**src/rtl/uart_rx_oversample.sv**
```systemverilog
// Oversampling UART receiver: 8N1 frames, 3-sample majority vote at mid-bit,
// single-entry output register with valid/ready handshake and overrun/framing pulses.
module uart_rx_oversample #(
   parameter int CLOCK_FREQ = 125_000_000,
   parameter int BAUD_RATE  = 115_200,
   parameter int OVERSAMPLE = 16
) (
   input  logic       clk,
   input  logic       rst,
   input  logic       serial_in,
   output logic [7:0] data_out,
   output logic       data_out_valid,
   input  logic       data_out_ready,
   output logic       framing_error,
   output logic       overrun
);

   localparam int SAMPLE_PERIOD = CLOCK_FREQ / (BAUD_RATE * OVERSAMPLE);
   localparam int TICK_W        = (SAMPLE_PERIOD > 1) ? $clog2(SAMPLE_PERIOD) : 1;
   localparam int IDX_W         = $clog2(OVERSAMPLE);

   localparam logic [TICK_W-1:0] TICK_LAST = TICK_W'(SAMPLE_PERIOD - 1);
   localparam logic [IDX_W-1:0]  IDX_LAST  = IDX_W'(OVERSAMPLE - 1);
   localparam logic [IDX_W-1:0]  IDX_V0    = IDX_W'(OVERSAMPLE / 2 - 1);
   localparam logic [IDX_W-1:0]  IDX_V1    = IDX_W'(OVERSAMPLE / 2);
   localparam logic [IDX_W-1:0]  IDX_V2    = IDX_W'(OVERSAMPLE / 2 + 1);

   typedef enum logic [1:0] {
      IDLE,
      START,
      DATA,
      STOP
   } state_t;

   state_t            state;
   logic              sync_ff1;
   logic              sync_ff2;
   logic [TICK_W-1:0] tick_cnt;
   logic [IDX_W-1:0]  sample_idx;
   logic [2:0]        bit_cnt;
   logic [7:0]        shift_reg;
   logic              samp0;
   logic              samp1;

   logic rx;
   logic tick;
   logic vote;
   logic vote_point;
   logic bit_end;

   // The third vote sample is the live synchronized line, so the decision
   // is available on the same tick that takes the last sample.
   always_comb begin
      rx         = sync_ff2;
      tick       = (state != IDLE) && (tick_cnt == TICK_LAST);
      vote       = (samp0 & samp1) | (samp0 & rx) | (samp1 & rx);
      vote_point = tick && (sample_idx == IDX_V2);
      bit_end    = tick && (sample_idx == IDX_LAST);
   end

   always_ff @(posedge clk) begin
      if (rst) begin
         state          <= IDLE;
         sync_ff1       <= 1'b1;
         sync_ff2       <= 1'b1;
         tick_cnt       <= '0;
         sample_idx     <= '0;
         bit_cnt        <= '0;
         shift_reg      <= '0;
         samp0          <= 1'b1;
         samp1          <= 1'b1;
         data_out       <= 8'h00;
         data_out_valid <= 1'b0;
         framing_error  <= 1'b0;
         overrun        <= 1'b0;
      end else begin
         sync_ff1      <= serial_in;
         sync_ff2      <= sync_ff1;
         framing_error <= 1'b0;
         overrun       <= 1'b0;

         if (data_out_valid && data_out_ready)
            data_out_valid <= 1'b0;

         if (state != IDLE) begin
            tick_cnt <= tick ? '0 : tick_cnt + 1'b1;
            if (tick) begin
               sample_idx <= (sample_idx == IDX_LAST) ? '0 : sample_idx + 1'b1;
               if (sample_idx == IDX_V0)
                  samp0 <= rx;
               if (sample_idx == IDX_V1)
                  samp1 <= rx;
            end
         end

         case (state)
            IDLE: begin
               if (!rx) begin
                  state      <= START;
                  tick_cnt   <= '0;
                  sample_idx <= '0;
                  bit_cnt    <= '0;
               end
            end

            START: begin
               if (vote_point && vote)
                  state <= IDLE;
               else if (bit_end)
                  state <= DATA;
            end

            DATA: begin
               if (vote_point)
                  shift_reg <= {vote, shift_reg[7:1]};
               if (bit_end) begin
                  bit_cnt <= bit_cnt + 3'd1;
                  if (bit_cnt == 3'd7)
                     state <= STOP;
               end
            end

            // Leave at mid-stop so a following start edge is never missed.
            STOP: begin
               if (vote_point) begin
                  state <= IDLE;
                  if (vote) begin
                     if (!data_out_valid || data_out_ready) begin
                        data_out       <= shift_reg;
                        data_out_valid <= 1'b1;
                     end else begin
                        overrun <= 1'b1;
                     end
                  end else begin
                     framing_error <= 1'b1;
                  end
               end
            end

            default: state <= IDLE;
         endcase
      end
   end

endmodule

```
**config.mk**
```make
export PLATFORM = sky130hd
export DESIGN_NAME = uart_rx_oversample
export DESIGN_NICKNAME = d
export VERILOG_FILES = /design/src/rtl/uart_rx_oversample.sv
export SDC_FILE = /design/constraint.sdc
export NUM_CORES = 1
export LEC_CHECK = 0
export CAP_MARGIN = 25
export CORE_ASPECT_RATIO = 0.75
export CORE_UTILIZATION = 40
export CTS_CLUSTER_SIZE = 30
export DETAILED_ROUTE_END_ITERATION = 8
export SKIP_CTS_REPAIR_TIMING = 1
export SYNTH_ARGS = -nofsm -noshare
export SYNTH_HDL_FRONTEND = slang
export SYNTH_SLANG_ARGS = --single-unit
```
**constraint.sdc**
```tcl
create_clock -name clk -period 4.9 [get_ports clk]
set_clock_uncertainty 0.2 [all_clocks]
set_input_delay 0.98 -clock clk [delete_from_list [all_inputs] [get_ports clk]]
set_output_delay 0.98 -clock clk [all_outputs]
set_load 0.05 [all_outputs]
```
==> impl_metrics.csv <==
group,metric,value,unit
setup_path,cp_max_fo,3,
place,dp.cells,276,
clock_tree,cts.clk_slew.worst_paths,0.07,ns
die,start_util,0.415,
yosys,syn_area,0.00185,mm^2
status,status,"finished clean",
yosys,synthArstFlopShare,0,
clock_tree,numCtsBuffers,5,
global_routing,grt_max_degree,26,
place,port_buffers,14,
yosys,synth_top_area_share,0.421,
yosys,synth_area_leaders,"dfxtp_1, a21oi_1, nand3_1",
drt,drtIter0Drc,78,
drt,postRouteAntennaNets,0,
yosys,yosysWarnings,0,
power,p_leak,0.670,nW
cells_and_area,areaGrowthSynthToFinish,12.8,%
cells_and_area,instances_no_fill,283,
yosys,synth_top_family_by_area,"simple AND/OR/NAND/NOR gates",
yosys,synth_largest_area_cell,"dfxtp_1",
yosys,synthTopCellsByCount,"dfxtp_1, a21oi_1, nor2_1",
cells_and_area,drive_gt1_frac,0.0796,
place,gp_congestion,0.754,
setup_path,cpPeakStageDelay,0.81,ns
setup_path,crit_chain,"clkdlybuf4s50_1",
die,die_x,80.6,um
drt,via_per_inst,5.33,
timing,final-setup-viol-count,0,
cells_and_area,nNetsFinal,237,
die,core,0.00447,mm^2
yosys,synth-seq-area-share,0.421,
yosys,synth_fa_ha_area_frac,0.0527,
timing,hold_violations,0,
drt,wl,3900,um
yosys,yosys.area_share.simple,0.261,
yosys,synth_nets,230,
die,rows,21,
cells_and_area,utilization,0.468,
yosys,synthMuxAreaShare,0.0216,
drt,drc_errors,0,
cells_and_area,seq_area,781,um^2
hold_path,hold_class,"reg2reg",
die,die_y,60.9,um
timing,min_period_over_period,0.534,
flow_run,max_cap_violations,0,
setup_path,crit_arrival,1.44,ns
clock_tree,clockBufferDepth,2,
timing,fin_crit,2.62,ns
timing,finalSetupTns,0,ns
global_routing,grt_pass1_vias,1343,
clock_tree,clock-sinks,39,
setup_path,path_class,"reg2out",
yosys,ys_types,43,
setup_path,critPathLaunchType,"flop",
timing,whs,0.210,ns
setup_path,path_delay_family,"buffers and inverters",
timing,worst_pin_slew,0.594,ns
global_routing,grt_use_total,0.181,
yosys,synth_compound_area_frac,0.167,
die,io_pins,15,
yosys,synthMostInstantiatedCell,"dfxtp_1",
clock_tree,cts_max_level,2,
global_routing,grt_pass1_wl,6690,um
global_routing,overflow,0,
drt,vias,1507,
yosys,syn_inst,219,
setup_path,crit_required,3.72,ns
timing,slew_headroom,0.603,
timing,fmax,382,MHz
setup_path,slowest_stage,"clkdlybuf4s50_1",
yosys,yosys_register_bits,39,
yosys,synth-edff-count,0,
clock_tree,cts_root_buf,"clkbuf_8",
power,ir_worst_vdd,153,uV
global_routing,grt_antenna_before_repair,0,
setup_path,crit_buf_inv,1,
cells_and_area,num_antenna_cells,0,
place,hpwl,2650,um
timing,slew_viol_final,0,
power,power.density,269,mW/mm^2
drt,first_pass_iters,4,
clock_tree,tritoncts,"done",
clock_tree,clk_latency,0.29,ns
drt,wl_per_cell,13.8,um
setup_path,end_kind,"primary output",
cells_and_area,nFillCells,469,
yosys,synthFlopType,"dfxtp_1",
cells_and_area,multi_input_area,983,um^2
yosys,syn_avg_cell_area,8.46,um^2
die,die_area,0.00491,mm^2
yosys,synth-xor-area-share,0.0284,
timing,rsz0062_at_grt,"false",
routing by layer:
metal / part of all wire / global-route usage / vias to the layer above
met2: 0.37 / 0.226 / 28
met4: 0.012 / 0.0689 / 0
met5: 0 / 0 / -
met3: 0.044 / 0.0526 / 5
li1: - / - / 798
met1: 0.57 / 0.282 / 676
metrics by stage:
| step | instance area [um^2] | total power, W | setup WS [ns] |
|---|---|---|---|
| 2_1_floorplan | 1850 | 0.000340 | 2.92 |
| 3_3_place_gp | 2000 | 0.000346 | 2.28 |
| 3_5_place_dp | 2000 | 0.000346 | 2.24 |
| 4_1_cts | 2090 | 0.000568 | 2.26 |
| 5_1_grt | 2090 | 0.000581 | 2.24 |
| 6_report | 2090 | 0.000562 | 2.28 |
final timing paths:
| path | startpoint | end | slack [ns] | cells after the start |
|---|---|---|---|---|
| setup / recovery | data_out_valid | data_out_valid | 2.28 | 1 |
| hold / removal | sync_ff1 | rx | 0.21 | 1 |
| setup reg to reg | tick_cnt[0] | bit_cnt[0] | 2.58 | 6 |
| hold reg to reg | sync_ff1 | rx | 0.21 | 1 |
report_power, final:
part | internal [W] | leakage (nW) | switching [W]
Sequential | 0.000319 | 0.315 | 0.00000353
Combinational | 0.00000717 | 0.308 | 0.00000960
Clock | 0.000111 | 0.0470 | 0.000113
Total | 0.000436 | 0.670 | 0.000126
layout make-up:
type                            count  share of cell area
Multi-Input combinational cell    160               0.471
Timing Repair Buffer               15              0.0707
Clock inverter                      1             0.00240
Sequential cell                    39               0.374
Clock buffer                        6              0.0395
Inverter                            5             0.00898
Tap cell                           57              0.0341
cells by family (layout without fill, tap and decap cells):
kind of cell	Yosys count	in the layout
compound gates	55	55
xor+xnor	6	6
fa+ha+maj	8	8
buf+inv	20	27
flops	39	39
mux	4	4
simple gates	87	87
cell usage in the layout (no fill, tap or decap), types with 4 or more instances in the layout:
master           synthesis  final
clkdlybuf4s50_1          0     14
clkbuf_8                 0      6
nand2_1                 11     11
a21oi_1                 25     25
inv_1                    5      5
nand4_1                  5      5
or2_2                    4      4
o21ai_0                 18     18
nor2b_1                  4      4
mux2i_1                  4      4
dfxtp_1                 39     39
nor2_1                  20     20
ha_1                     7      7
nand3_1                 18     18
nand2b_1                 5      5
No activity file was read; power rests on OpenSTA's default activity.
